===== src/rtl/lcd_text_composer.sv =====
// lcd_text_composer: registered ROWS x COLS LCD frame with a mode banner on row 0 and a
// serially converted (double-dabble) decimal value on row 1. Macro LCD_SCROLL_EN adds row-0 scrolling.
module lcd_text_composer #(
  parameter int          COLS       = 16,
  parameter int          ROWS       = 2,
  parameter int          VAL_W      = 16,
  parameter int          DIGITS     = 5,
  parameter logic [7:0]  BLANK      = 8'h10,
  parameter logic [23:0] SCROLL_DIV = 24'd12_000_000
) (
  input  logic                   i_clk,
  input  logic                   i_rst,
  input  logic                   i_valid,
  output logic                   o_ready,
  input  logic [7:0]             i_mode,
  input  logic [VAL_W-1:0]       i_value,
  output logic [ROWS*COLS*8-1:0] o_string,
  output logic                   o_done
);
  localparam int FW = ROWS * COLS * 8;
  localparam int BW = DIGITS * 4;
  localparam int CW = $clog2(VAL_W + 1);

  typedef enum logic [1:0] {IDLE, CONVERT, FORMAT} state_t;

  state_t           state;
  logic [7:0]       mode_q;
  logic [VAL_W-1:0] shift_q;
  logic [BW-1:0]    bcd_q;
  logic [BW-1:0]    bcd_adj;
  logic [CW-1:0]    cnt_q;
  logic [FW-1:0]    frame_q;
  logic [FW-1:0]    next_frame;
  logic             lead;
  logic [3:0]       dig;

  // Banner text is stored right-aligned in a 128-bit literal, first character highest.
  function automatic logic [7:0] banner_char(input logic [7:0] mode, input int c);
    logic [127:0] txt;
    int           len;
    case (mode)
      8'h00:   begin txt = "Original Picture"; len = 16; end
      8'h01:   begin txt = "Transmission Map"; len = 16; end
      8'h02:   begin txt = "Dehazed Picture";  len = 15; end
      8'hFF:   begin txt = '0;                 len = 0;  end
      default: begin txt = "I love DCLab!";    len = 13; end
    endcase
    if (c < len) return txt[(len-1-c)*8 +: 8];
    else         return BLANK;
  endfunction

  always_comb begin
    bcd_adj = bcd_q;
    for (int i = 0; i < DIGITS; i++) begin
      if (bcd_q[i*4 +: 4] >= 4'd5) bcd_adj[i*4 +: 4] = bcd_q[i*4 +: 4] + 4'd3;
    end
  end

  always_comb begin
    next_frame = {(ROWS*COLS){BLANK}};
    lead       = 1'b1;
    dig        = 4'd0;
    for (int c = 0; c < COLS; c++) next_frame[c*8 +: 8] = banner_char(mode_q, c);
    next_frame[(COLS+0)*8 +: 8] = 8'h56;
    next_frame[(COLS+1)*8 +: 8] = 8'h61;
    next_frame[(COLS+2)*8 +: 8] = 8'h6C;
    next_frame[(COLS+3)*8 +: 8] = 8'h3A;
    // Walk digits from most significant down; the units digit is always shown.
    for (int d = DIGITS-1; d >= 0; d--) begin
      dig = bcd_q[d*4 +: 4];
      if (dig != 4'd0 || d == 0) lead = 1'b0;
      if (!lead) next_frame[(2*COLS-1-d)*8 +: 8] = 8'h30 + {4'h0, dig};
    end
  end

  always_ff @(posedge i_clk or posedge i_rst) begin
    if (i_rst) begin
      state   <= IDLE;
      o_ready <= 1'b1;
      o_done  <= 1'b0;
      mode_q  <= '0;
      shift_q <= '0;
      bcd_q   <= '0;
      cnt_q   <= '0;
      frame_q <= {(ROWS*COLS){BLANK}};
    end else begin
      o_done <= 1'b0;
      case (state)
        IDLE: begin
          if (i_valid && o_ready) begin
            mode_q  <= i_mode;
            shift_q <= i_value;
            bcd_q   <= '0;
            cnt_q   <= '0;
            o_ready <= 1'b0;
            state   <= CONVERT;
          end
        end
        CONVERT: begin
          bcd_q   <= {bcd_adj[BW-2:0], shift_q[VAL_W-1]};
          shift_q <= shift_q << 1;
          cnt_q   <= cnt_q + 1'b1;
          if (cnt_q == CW'(VAL_W-1)) state <= FORMAT;
        end
        FORMAT: begin
          frame_q <= next_frame;
          o_done  <= 1'b1;
          o_ready <= 1'b1;
          state   <= IDLE;
        end
        default: state <= IDLE;
      endcase
    end
  end

`ifdef LCD_SCROLL_EN
  localparam int OW = (COLS > 1) ? $clog2(COLS) : 1;

  logic [23:0]   div_q;
  logic [OW-1:0] offset_q;

  // A fresh frame always starts unrotated with a full scroll period ahead.
  always_ff @(posedge i_clk or posedge i_rst) begin
    if (i_rst) begin
      div_q    <= '0;
      offset_q <= '0;
    end else if (state == FORMAT) begin
      div_q    <= '0;
      offset_q <= '0;
    end else if (div_q == SCROLL_DIV - 24'd1) begin
      div_q    <= '0;
      offset_q <= (offset_q == OW'(COLS-1)) ? '0 : offset_q + 1'b1;
    end else begin
      div_q <= div_q + 24'd1;
    end
  end

  always_comb begin
    o_string = frame_q;
    for (int c = 0; c < COLS; c++)
      o_string[c*8 +: 8] = frame_q[((c + int'(offset_q)) % COLS)*8 +: 8];
  end
`else
  assign o_string = frame_q;
`endif

endmodule


===== config.mk =====
export PLATFORM = sky130hd
export DESIGN_NAME = lcd_text_composer
export DESIGN_NICKNAME = d
export VERILOG_FILES = /design/src/rtl/lcd_text_composer.sv
export SDC_FILE = /design/constraint.sdc
export NUM_CORES = 1
export LEC_CHECK = 0
export ABC_AREA = 1
export BUFFER_PORTS_ARGS = -buffer_cell sky130_fd_sc_hd__clkbuf_2
export CAP_MARGIN = 20
export CORE_MARGIN = 1.5
export CORE_UTILIZATION = 55
export DETAILED_ROUTE_END_ITERATION = 7
export PLACE_DENSITY = 0.95
export SYNTH_ARGS = -nofsm -noshare
export SYNTH_HDL_FRONTEND = slang
export SYNTH_SLANG_ARGS = --single-unit

===== constraint.sdc =====
create_clock -name i_clk -period 8.9 [get_ports i_clk]
set_clock_uncertainty 0.2 [all_clocks]
set_input_delay 0 -clock i_clk [delete_from_list [all_inputs] [get_ports i_clk]]
set_output_delay 0 -clock i_clk [all_outputs]
set_load 0.005 [all_outputs]

# After elaboration in Yosys (flattened, before gate mapping)
# Cells that the tools add are included.
[totals]
register_bits = 236
in_bits = 27
word_cells = 137
[classes]
add_sub_neg = 27
order_cmp = 21
n_eq_ne = 8
shifts = 16
n_mux = 43
n_reduce_logical = 14
[op_table]
columns = ["op", "n"]
rows = [
  ["$shiftx 128x32->8", 16],
  ["$pmux 127 s4", 1],
  ["$lt 5x32->1 const A", 8],
  ["$sub 29x5->29 const B", 8],
  ["$lt 4x32->1 const A", 4],
  ["$mux 8", 16],
  ["$sub 29x4->29 const B", 4],
  ["$lt 3x32->1 const A", 2],
  ["$sub 29x3->29 const B", 2],
  ["$pmux 20 s2", 1],
  ["$add 6x4->7 const A", 5],
  ["$lt 1x32->1 const A", 1],
  ["$lt 2x32->1 const A", 1],
  ["$pmux 16 s2", 1],
  ["$sub 29x2->29 const B", 1],
  ["$mux 7", 4],
  ["$ge 4x3->1 const B", 5],
  ["$mux 20", 1],
  ["$add 4x2->4 const B", 4],
  ["$mux 16", 1],
  ["$mux 4", 4],
  ["$reduce_bool 4->1", 4],
  ["$pmux 5 s3", 1],
  ["$pmux 5 s2", 1],
  ["22 further kinds", 33],
]

# Depth between registers and ports, before layout
# Gate-level depths: netlist (run 1).
[depth]
depth_word = 7
mapped_depth = 20

# Worst setup path after synthesis (run 1)
# Ideal clock, no wire load.
[synth_timing]
path_kind = "reg-to-reg"
start = "register mode_q[5]"
end = "register frame_q[24], in the netlist o_string[24]"
setup_ps = 66
arrival_ps = 2217
slack_ps = 6417
stages_incl_launch_ff = 13
path_buffers = 1
synth_period_minus_slack_ps = 2483
path_cell_list = "dfrtp_1 -> nand4_1 -> inv_1 -> nand2_2 -> nand2_2 -> ha_1 -> ha_1 -> nor2_4 -> nand2_1 -> buf_2 -> nor2_1 -> nand3_1 -> nand2_1"
[synth_between]
elab_chain_cells = 7
word_cells_on_any_way = 12
cone_classes = "add/sub (2); order compare (1); eq/ne (3); shift (1); mux (3); reduce/logical (2)"
[synth_rtl]
columns = ["element", "line_no", "text"]
rows = [
  ["start: declaration", "27", "logic [7:0] mode_q;"],
  ["start signal: assignment", "91", "mode_q <= i_mode;"],
  ["$eq 8x1->1 or $logic_not 8->1 (tied branches)", "41", "case (mode)"],
  ["$reduce_or 2->1 (no line)", "--", ""],
  ["$pmux 5 s3", "41", ""],
  ["$sub 5x1->6", "48", "if (c < len) return txt[(len-1-c)*8 +: 8];"],
  ["$sub 29x3->29", "48", ""],
  ["$shiftx 128x32->8", "48", ""],
  ["$mux 8 *", "48", ""],
  ["end signal: assignment", "85", "frame_q <= {(ROWS*COLS){BLANK}};"],
  ["end signal: assignment", "106", "frame_q <= next_frame;"],
  ["end: declaration", "32", "logic [FW-1:0] frame_q;"],
]
# Every way passes the cells marked *; elsewhere a longest branch is shown, timed or not.
# A chain may end at the register's enable or synchronous reset.

# Worst setup path after layout (run 1)
[layout_timing]
start = "register state[1]"
end = "register frame_q[0], in the netlist o_string[0]"
[layout_between]
elab_chain_cells = 1
[layout_rtl]
columns = ["element", "line_no", "text"]
rows = [
  ["start: declaration", "26", "state_t state;"],
  ["start signal: assignment", "78", "state <= IDLE;"],
  ["start signal: assignment", "96", "state <= CONVERT;"],
  ["start signal: assignment", "103", "if (cnt_q == CW'(VAL_W-1)) state <= FORMAT;"],
  ["$eq 2x2->1", "88", "case (state)"],
]
# Every way passes these cells.

==> results of run 1 <==
-- per-layer routing --
| metal | share of wire (%) | routed length, µm | vias up | GRT usage [%] |
|---|---|---|---|---|
| met3 | 7.1 | 1543 | 57 | 5.904 |
| met5 | 0 | 0 | - | 0 |
| met1 | 39 | 8481 | 3499 | 31.57 |
| met4 | 3.7 | 818 | 0 | 11.64 |
| li1 | - | - | 3304 | - |
| met2 | 50 | 10990 | 383 | 42.51 |
-- through the flow --
| step | instances | util, % | setup WS, ns |
|---|---|---|---|
| CTS | 1404 | 64.82 | 5.656 |
| detailed placement | 1344 | 59.23 | 5.699 |
| global route | 1406 | 65.06 | 5.441 |
| finish | 1406 | 65.06 | 5.667 |
| floorplan | 1105 | - | 3.843 |
| global placement | 1344 | 59.23 | 5.741 |
-- layout by cell type, fill, tap and decap left out, types with 2 or more instances in the layout --
cell	n
a21oi_1	18
a22o_1	7
buf_4	3
clkbuf_16	17
clkbuf_2	180
clkinv_4	3
clkinv_8	3
conb_1	107
dfrtp_1	162
dfstp_2	18
dlygate4sd3_1	29
ha_1	26
inv_1	69
inv_2	12
inv_6	6
inv_8	3
nand2_1	268
nand2_2	8
nand2_4	4
nand3_1	34
nand3_2	4
nand3b_1	2
nor2_1	53
nor2_2	4
nor2_4	7
o211ai_1	6
o21ai_0	80
o21ai_1	10
o22ai_1	9
o31ai_1	4
o32ai_1	8
or2_2	4
xor2_1	8
-- area by class of cell --
cell class                 count  share of cell area, %
inverter                      83                  3.087
timing repair buffer         213                  12.01
multi-input combinational    682                  32.60
sequential                   180                  43.80
clock buffer                  17                  4.116
tap                          216                  2.615
clock inverter                15                  1.768
-- tightest hold or removal path, stage by stage --
cell and delay (ns):
dlygate4sd3_1 0.52, clkbuf_2 0.10, nand2_1 0.05, nand3_1 0.07
-- sequential cells by signal, indices dropped and copies added (netlist names) --
name      count
mode_q        8
state         2
o_ready       1
shift_q      16
cnt_q         5
o_string    127
o_done        1
bcd_q        20
-- report_power, final --
group,switching [W],total [W],internal (W)
logic,0.000534,0.000818,0.000283
registers,0.000103,0.00109,0.000985
clock network,0.000364,0.000768,0.000404
total,0.00100,0.00268,0.00167
-- worst max-delay path by stage --
stage                              start                 endpoint  slack, ns
global route        state[1]$_DFFE_PP0P_  o_string[0]$_DFFE_PP0P_       5.44
detailed placement  state[1]$_DFFE_PP0P_  o_string[0]$_DFFE_PP0P_       5.70
global placement    state[1]$_DFFE_PP0P_  o_string[0]$_DFFE_PP0P_       5.74
CTS                 state[1]$_DFFE_PP0P_  o_string[0]$_DFFE_PP0P_       5.66
finish              state[1]$_DFFE_PP0P_  o_string[0]$_DFFE_PP0P_       5.67
floorplan                          i_rst     bcd_q[0]$_DFFE_PP0P_       3.84
-- timing repair --
item	CTS	global route
buffers inserted	0	0
hold buffers	28	1
gates resized for setup	0	0
endpoints found under the hold margin	129	13
-- kinds of logic after synthesis --
family | Yosys count | synth area share, %
compound gates | 148 | 9.605
xor+xnor | 8 | 0.7852
fa+ha+maj | 26 | 3.646
buf+inv | 243 | 15.98
flops | 180 | 50.73
other cells | 2 | 0.08416
simple gates | 393 | 19.17
==> Implementation_results.wiki, run 1 <==
{| class="wikitable"
! Metric !! Value
|-
| Tightest Pin Transition || approximately 1.0 ns
|-
| Overall die area || roughly 17000 µm²
|-
| Cell with the biggest individual delay on the critical path || buf_4
|-
| Cell area after placement || approximately 9400 µm²
|-
| Synthesized area || around 8900 µm²
|-
| Ys async rst share || 100.0%
|-
| Library cell occupying the most area in the post-synthesis netlist || dfrtp_1
|-
| Class of the most critical setup path || flip-flop to flip-flop
|-
| Worst hold-check slack || ~0.12 ns
|-
| Highest Clock Rate || between 300 and 400 MHz
|-
| Diodes inserted || 0
|-
| Detailed Route Iter0 Violations || between 500 and 600
|-
| Antenna violations before repair || 0
|-
| Core ar. || about 16000 µm²
|-
| Worst Hold Class || input port to flip-flop
|-
| PnR Total Power || approximately 0.0027 W
|-
| Remaining Overflow, GRT || 0
|-
| Ordered list of cells on the worst path || nand2_4 > buf_4 > inv_1 > nand3_1 > inv_1 > a22o_1
|-
| Area occupied by multi-input gates || between 3000 and 4000 µm²
|-
| Remaining antenna violation count after routing || 0
|-
| Deepest level of the CTS H-tree || 4
|-
| Number of synthesized flops with an enable pin || 0
|-
| R2r endpoint || o_string[0]$_DFFE_PP0P_
|-
| Stage delay of the slowest cell on the critical path || 0.80 ns
|-
| Initial Util || around 56%
|-
| Detailed-route wire length || 21830 µm
|-
| Final weighted congestion of routability-driven global placement || about 0.95
|-
| Synth-to-layout area growth || 15.82%
|-
| Via count of the first global-routing pass || 6692
|-
| CTS Buf Count || 17
|-
| Syn Inst Count || 1000
|-
| Area share of the leading cell type in the synthesized netlist || between 40% and 50%
|-
| Yosys Warn Count || 0
|-
| Sink of the worst hold path || shift_q[5]$_DFFE_PP0P_
|-
| Design area || 10330 µm²
|-
| Half-perimeter wire length after detailed placement || 14690 µm
|-
| Clock Sink Count || 180
|-
| Average vias per placed instance || roughly 5.2
|-
| Critical R2R Launch || state[1]$_DFFE_PP0P_
|-
| Leak Pwr || approximately 5.7 nW
|-
| Worst R2R Path Depth || 6
|-
| Kind of start point of the critical path || flip-flop
|-
| Clock latency on the worst-skew pair || around 0.44 ns
|-
| Mapped Avg Cell Area || a little under 9 µm²
|-
| Worst path required time || 9.03 ns
|-
| Max cap viols || 0
|-
| Global-route total usage across every layer || 25.42%
|-
| #FFs+latches synth || 180
|-
| Final Setup Violations || 0
|-
| Global-route wire length before repair || around 34000 µm
|-
| Critical-path maximum fanout || between 100 and 150
|-
| Hold-critical path depth || 4
|-
| Share of the cycle needed by the critical path after routing || between 30 and 40%
|-
| Ranking of synthesized cells by instance count || nand2_1 (268), dfrtp_1 (162), buf_4 (130), o21ai_0 (80), inv_1 (70)
|-
| Layout net count || approximately 1200
|-
| Rows || between 40 and 50
|-
| Die height || roughly 130 µm
|-
| Sequential-to-total area share from yosys stat || between 50% and 60%
|-
| Total power divided by cell area || approximately 260 nW/µm²
|-
| Worst voltage drop across the vdd grid || between 0.00015 and 0.0002 V
|-
| Worst rel slew slack || about a third
|-
| Clock tree from TritonCTS || built
|-
| DR WL/cell || between 15 and 20 µm
|-
| Total number of vias || a little over 7000
|-
| Port buffer count || 180
|-
| Run status || complete, no violations
|-
| CTS root buf || clkbuf_16
|-
| Summed negative setup slack over all endpoints || 0 ns
|-
| Top Family by Delay on Critical Path || buffers and inverters
|-
| Unique masters post-synth || 42
|-
| Largest net degree at the start of global routing || about 120
|-
| Number of failing hold endpoints at the final stage || 0
|-
| Clock input transition at the sequential cells of the worst setup and hold paths || 0.08 ns
|-
| Unrepaired setup endpoints after global routing || false
|-
| Reg area || around 4500 µm²
|-
| Beginning of the worst hold path || i_value[5]
|-
| Width of the chip || roughly 130 µm
|-
| IO Pins || 285
|-
| Top-count cell post-synth || nand2_1
|-
| Setup crit end kind || flip-flop
|-
| Filler cell count in the final layout || between 1000 and 1500
|-
| WP buf/inv || 3
|-
| DRC violation count after routing || 0
|-
| Data arrival at the endpoint of the critical path || 3.36 ns
|-
| Top cells by area, synth || dfrtp_1 (45%), nand2_1 (11%), buf_4 (11%), dfstp_2 (5.3%), o21ai_0 (4.5%)
|-
| Pins over their slew limit || 0
|-
| Layout cell share with drive strength beyond 1 || between 20% and 30%
|-
| Dominant cell type by count on the critical path || inv_1
|-
| Logic depth of the worst setup path including buffers || 6
|-
| Most instantiated flip-flop cell in the synthesis netlist || dfrtp_1
|-
| Final period demand of the worst path || ~3.2 ns
|-
| Flop2flop setup slack || between 5 and 6 ns
|-
| Largest buffer count on any clock path || 2
|-
| First-pass iteration count of the detailed router || 7
|}
No activity file was read; power rests on OpenSTA's default activity.
==> run 2, diff against run 1 <==
--- a/config.mk
+++ b/config.mk
@@ -9,9 +9,9 @@
 export BUFFER_PORTS_ARGS = -buffer_cell sky130_fd_sc_hd__clkbuf_2
 export CAP_MARGIN = 20
 export CORE_MARGIN = 1.5
-export CORE_UTILIZATION = 55
+export CORE_UTILIZATION = 51
 export DETAILED_ROUTE_END_ITERATION = 7
-export PLACE_DENSITY = 0.95
+export PLACE_DENSITY = 0.91
 export SYNTH_ARGS = -nofsm -noshare
 export SYNTH_HDL_FRONTEND = slang
 export SYNTH_SLANG_ARGS = --single-unit
==> constraint.sdc (replaced) <==
create_clock -name i_clk -period 3.3 [get_ports i_clk]
set_clock_uncertainty 0.2 [all_clocks]
set_input_delay 0 -clock i_clk [delete_from_list [all_inputs] [get_ports i_clk]]
set_output_delay 0 -clock i_clk [all_outputs]
set_load 0.005 [all_outputs]
==> Implementation_results.wiki, run 2 (synthesis gave the netlist of run 1 again) <==
{| class="wikitable"
! Metric !! Value
|-
| Worst path required time || 3.46 ns
|-
| Fraction of power consumed by sequential logic || 40.8%
|-
| Tightest Pin Transition || about 1.0 ns
|-
| Clock input transition at the sequential cells of the worst setup and hold paths || around 0.080 ns
|-
| Clock Sink Count || 180
|-
| Total number of vias || just over 7000
|-
| Layout cell share with drive strength beyond 1 || approximately a quarter
|-
| Deepest level of the CTS H-tree || 4
|-
| Combinational group share of total power || a little under a third
|-
| Diodes inserted || 0
|-
| Highest-count cells in the layout ignoring fill and taps || nand2_1 (267), clkbuf_2 (180), dfrtp_1 (162)
|-
| Overall die area || between 15000 and 20000 µm²
|-
| Detailed-route wire length || ~22000 µm
|-
| Stage delay of the slowest cell on the critical path || approximately 0.44 ns
|-
| Via count of the first global-routing pass || around 7000
|-
| Pins over their slew limit || 0
|-
| Top Family by Delay on Critical Path || simple AND/OR/NAND/NOR gates
|-
| Share of the cycle needed by the critical path after routing || 89.26%
|-
| IO Pins || between 200 and 300
|-
| Remaining antenna violation count after routing || 0
|-
| Run status || complete, no violations
|-
| Worst voltage drop across the vdd grid || approximately 0.00040 V
|-
| Setup crit end kind || flip-flop
|-
| Core ar. || ~17000 µm²
|-
| CTS Buf Count || 17
|-
| WP buf/inv || 2
|-
| Number of failing hold endpoints at the final stage || 0
|-
| Clock latency on the worst-skew pair || ~0.44 ns
|-
| Detailed Route Iter0 Violations || 643
|-
| Internal power component || between 0.004 and 0.005 W
|-
| Summed negative setup slack over all endpoints || 0 ns
|-
| Critical-path maximum fanout || 13
|-
| Kind of start point of the critical path || flip-flop
|-
| Worst rel slew slack || 30.93%
|-
| Layout net count || roughly 1200
|-
| Final Setup Violations || 0
|-
| Cell area after placement || ~9500 µm²
|-
| Leak Pwr || approximately 5.7 nW
|-
| Final period demand of the worst path || slightly below 3 ns
|-
| Dominant cell type by count on the critical path || nand2_2
|-
| Largest net degree at the start of global routing || about 180
|-
| Cell with the biggest individual delay on the critical path || ha_1
|-
| Global-route total usage across every layer || 24.22%
|-
| DRC violation count after routing || 0
|-
| Final weighted congestion of routability-driven global placement || 0.8848
|-
| Synth-to-layout area growth || 15.86%
|-
| Total power divided by cell area || ~690 nW/µm²
|-
| DR WL/cell || 15.51 µm
|-
| First-pass iteration count of the detailed router || 5
|-
| Net switching power || ~0.0027 W
|-
| Half-perimeter wire length after detailed placement || about 15000 µm
|-
| Class of the most critical setup path || flip-flop to flip-flop
|-
| Unrepaired setup endpoints after global routing || false
|-
| Average vias per placed instance || around 5.1
|-
| Most common cell after layout, fill and taps aside || nand2_1
|-
| Switching portion of total power || 37.79%
|-
| Part of the power in the clock network || 28.5%
|-
| Rows || 48
|-
| Ordered list of cells on the worst path || nand4_1 > inv_1 > nand2_2 > nand2_2 > ha_1 > ha_1 > nor2_4 > nand2_2 > inv_2 > nand2_2 > o21ai_1
|-
| Global-route wire length before repair || roughly 34000 µm
|-
| Design area || 10340 µm²
|-
| Port buffer count || 180
|-
| Antenna violations before repair || 0
|-
| Data arrival at the endpoint of the critical path || approximately 3.1 ns
|-
| Die height || around 140 µm
|-
| Width of the chip || 135.3 µm
|-
| PnR Total Power || roughly 0.0072 W
|-
| Worst hold-check slack || between 0.1 and 0.15 ns
|-
| Clock tree from TritonCTS || built
|-
| Max cap viols || 0
|-
| Highest Clock Rate || approximately 340 MHz
|-
| Initial Util || 51.95%
|-
| Worst Hold Class || input port to asynchronous set/reset pin
|-
| Remaining Overflow, GRT || 0
|-
| CTS root buf || clkbuf_16
|-
| Flip-flop count of the largest register after layout || between 100 and 150
|-
| Largest buffer count on any clock path || 2
|}
==> run 2: cell count changes in the layout (fill, tap and decap cells not counted), sizes merged <==
cell,previous run,this run
dlygate4sd3,29,28
inv,91,92
clkinvlp,0,1
clkinv,6,5
buf,4,6
bufinv,1,0
==> run 2: cell type report <==
cell class	count	area, µm²
Fill cell	1379	6838
Timing Repair Buffer	214	1239
Clock inverter	15	176.4
Tap cell	225	281.5
Inverter	83	317.8
Clock buffer	17	425.4
Multi-Input combinational cell	682	3372
Sequential cell	180	4527
==> run 2: worst register-to-register path: stages (launching register included) <==
cell     delay [ns]
dfrtp_1        0.40
nand4_1        0.16
inv_1          0.07
nand2_2        0.14
nand2_2        0.12
ha_1           0.44
ha_1           0.33
nor2_4         0.26
nand2_2        0.24
inv_2          0.23
nand2_2        0.14
o21ai_1        0.15
==> run 2: power by group through the flow <==
stage,sequential (W),clock (W),combinational (W)
CTS,0.00292,0.00207,0.00218
floorplan,0.00292,0,0.00162
detailed placement,0.00296,0,0.00210
global placement,0.00293,0,0.00199
global route,0.00298,0.00217,0.00247
finish,0.00293,0.00204,0.00220
==> run 2: layer usage <==
metal	track usage (%)	wire, µm	vias to the layer above
met5	0	0	-
met4	11.05	681	0
met3	6.248	1786	61
met2	39.88	10720	381
met1	30.02	8765	3440
li1	-	-	3306
==> run 2: final timing paths <==
check,startpoint,endpoint,slack [ns],cells after the start
max in group asynchronous,i_rst,o_string[237]$_DFFE_PP0P_,1.96,4
worst min register to register,o_string[148]$_DFFE_PP1P_,o_string[148]$_DFFE_PP1P_,0.25,2
worst max register to register,mode_q[5]$_DFFE_PP0P_,o_string[86]$_DFFE_PP0P_,0.35,11
min in group i_clk,i_value[7],shift_q[7]$_DFFE_PP0P_,0.12,4
worst max-delay path,mode_q[5]$_DFFE_PP0P_,o_string[86]$_DFFE_PP0P_,0.35,11
worst min-delay path,i_rst,o_string[67]$_DFFE_PP0P_,0.10,4
==> run 2: what timing repair did <==
| action | CTS | global route |
|---|---|---|
| hold buffers | 28 | 0 |
| setup endpoints to repair | 0 | 1 |
| gates resized for setup | 0 | 1 |
| setup buffers | 0 | 0 |
| hold endpoints to repair | 189 | 0 |
==> run 2: per-stage QoR <==
step	utilization, %	setup WS, ns	std cells
detailed placement	55.04	0.2368	1356
floorplan	-	0.8061	1105
finish	60.19	0.3544	1416
global placement	55.04	0.3758	1356
global route	60.19	0.1635	1416
CTS	60.18	0.2048	1416
==> run 3, diff against run 2 <==
--- a/config.mk
+++ b/config.mk
@@ -6,11 +6,11 @@
 export NUM_CORES = 1
 export LEC_CHECK = 0
 export ABC_AREA = 1
-export BUFFER_PORTS_ARGS = -buffer_cell sky130_fd_sc_hd__clkbuf_2
 export CAP_MARGIN = 20
 export CORE_MARGIN = 1.5
-export CORE_UTILIZATION = 51
+export CORE_UTILIZATION = 64
 export DETAILED_ROUTE_END_ITERATION = 7
+export DONT_BUFFER_PORTS = 1
 export PLACE_DENSITY = 0.91
 export SYNTH_ARGS = -nofsm -noshare
 export SYNTH_HDL_FRONTEND = slang
==> Implementation_results.wiki, run 3 (synthesis gave the netlist of run 1 again) <==
{| class="wikitable"
! Metric !! Value
|-
| Run status || complete, no violations
|-
| Deepest level of the CTS H-tree || 4
|-
| Die height || ~120 µm
|-
| Flop2flop setup slack || 0.32 ns
|-
| Core ar. || around 13000 µm²
|-
| Average vias per placed instance || about 5.5
|-
| Synth-to-layout area growth || 7.109%
|-
| Flip-flop count of the largest register after layout || around 130
|-
| Overall die area || roughly 15000 µm²
|-
| Highest Clock Rate || roughly 340 MHz
|-
| Final period demand of the worst path || a little under 3 ns
|-
| Worst Hold Class || input port to asynchronous set/reset pin
|-
| Critical-path maximum fanout || 13
|-
| DRC violation count after routing || 0
|-
| Half-perimeter wire length after detailed placement || approximately 14000 µm
|-
| Remaining Overflow, GRT || 0
|-
| Share of the cycle needed by the critical path after routing || roughly nine tenths
|-
| Layout net count || 1073
|-
| Summed negative setup slack over all endpoints || 0 ns
|-
| Final Setup Violations || 0
|-
| Tightest Pin Transition || 0.8709 ns
|-
| Pins over their slew limit || 0
|-
| Stage delay of the slowest cell on the critical path || ~0.44 ns
|-
| Leak Pwr || ~4.9 nW
|-
| Number of failing hold endpoints at the final stage || 0
|-
| CTS root buf || clkbuf_16
|-
| Detailed-route wire length || 21080 µm
|-
| Total number of vias || around 6700
|-
| Rows || 42
|-
| Remaining antenna violation count after routing || 0
|-
| Global-route wire length before repair || around 33000 µm
|-
| Clock input transition at the sequential cells of the worst setup and hold paths || 0.07 ns
|-
| Ordered list of cells on the worst path || nand4_1 > inv_1 > nand2_2 > nand2_2 > ha_1 > ha_1 > nor2_4 > nand2_2 > inv_2 > nand2_2 > o21ai_1
|-
| Cell with the biggest individual delay on the critical path || ha_1
|-
| Detailed Route Iter0 Violations || 573
|-
| DR WL/cell || 17.44 µm
|-
| WP buf/inv || 2
|-
| Diodes inserted || 0
|-
| Unrepaired setup endpoints after global routing || false
|-
| Clock Sink Count || 180
|-
| Via count of the first global-routing pass || 6318
|-
| Antenna violations before repair || 0
|-
| Total instance count after detailed placement || roughly 1100
|-
| Largest buffer count on any clock path || 2
|-
| Width of the chip || about 120 µm
|-
| Class of the most critical setup path || flip-flop to flip-flop
|-
| CTS Buf Count || 17
|-
| Total power divided by cell area || roughly 730 nW/µm²
|-
| IO Pins || ~290
|-
| Data arrival at the endpoint of the critical path || 3.14 ns
|-
| Largest net degree at the start of global routing || 112
|-
| Max cap viols || 0
|-
| Clock latency on the worst-skew pair || around 0.43 ns
|-
| Most common cell after layout, fill and taps aside || nand2_1
|-
| Dominant cell type by count on the critical path || nand2_2
|-
| Post-CTS setup buffers || 0
|-
| Kind of start point of the critical path || flip-flop
|-
| Highest-count cells in the layout ignoring fill and taps || nand2_1 (267), dfrtp_1 (162), conb_1 (107)
|-
| Setup crit end kind || flip-flop
|-
| Clock tree from TritonCTS || built
|-
| Worst path required time || ~3.5 ns
|-
| Final weighted congestion of routability-driven global placement || roughly 0.9
|-
| Global-route total usage across every layer || between 20 and 30%
|-
| Top Family by Delay on Critical Path || simple AND/OR/NAND/NOR gates
|-
| Non-Filler Instances || 1209
|-
| Worst rel slew slack || about two fifths
|-
| Port buffer count || 0
|-
| First-pass iteration count of the detailed router || 6
|-
| Initial Util || roughly two thirds
|-
| Layout cell share with drive strength beyond 1 || 10.07%
|-
| Worst voltage drop across the vdd grid || a little under 0.0007 V
|}
-- run 3: layout make-up --
cell class	count	area [µm²]
timing repair buffer	56	558.0
tap	176	220.2
fill	966	3842
multi-input combinational	682	3372
clock inverter	11	102.6
inverter	83	317.8
sequential	180	4527
clock buffer	21	460.4
-- run 3: where the power goes --
part / internal [W] / switching [W]
logic: 0.000726 / 0.00135
registers: 0.00266 / 0.000322
clock network: 0.00108 / 0.000852
total: 0.00447 / 0.00252
-- run 3: stage by stage --
| step | area (µm²) | util, % | worst slack [ns] | hold slack [ns] | power [W] |
|---|---|---|---|---|---|
| finish | 9558 | 71.33 | 0.3180 | 0.01857 | 0.006992 |
| global route | 9558 | 71.33 | 0.1121 | 0.07670 | 0.007399 |
| floorplan | 9321 | - | 0.8061 | -0.07905 | 0.004534 |
| CTS | 9555 | 71.31 | 0.1819 | 0.03842 | 0.006960 |
| detailed placement | 8492 | 63.37 | 0.2106 | -0.08944 | 0.004913 |
| global placement | 8492 | 63.37 | 0.3933 | -0.1099 | 0.004807 |
-- run 3: tightest hold or removal path: cells and delay by family --
family | cells | cell delay [ns]
buffers and inverters | 3 | 1.11
-- run 3: final timing paths --
kind	startpoint	to	depth (start not counted)
min in group i_clk	i_value[0]	shift_q[0]$_DFFE_PP0P_	2
worst min-delay path	i_rst	o_string[73]$_DFFE_PP0P_	3
max in group asynchronous	i_rst	o_string[80]$_DFFE_PP0P_	3
worst max register to register	mode_q[5]$_DFFE_PP0P_	o_string[86]$_DFFE_PP0P_	11
worst max-delay path	mode_q[5]$_DFFE_PP0P_	o_string[86]$_DFFE_PP0P_	11
worst min register to register	cnt_q[3]$_DFFE_PP0P_	cnt_q[3]$_DFFE_PP0P_	1
-- run 3: metal layers --
metal	share of wire, %	up-vias	GRT usage [%]
met5	0	-	0
li1	-	2985	-
met3	8.2	77	7.519
met1	37	3203	35.72
met4	4.4	0	14.04
met2	50	389	49.43
-- run 3: what timing repair did --
| action | in CTS | in global routing |
|---|---|---|
| gates resized for setup | 0 | 1 |
| hold buffers | 50 | 0 |
| hold endpoints to repair | 199 | 0 |
| setup endpoints to repair | 0 | 2 |
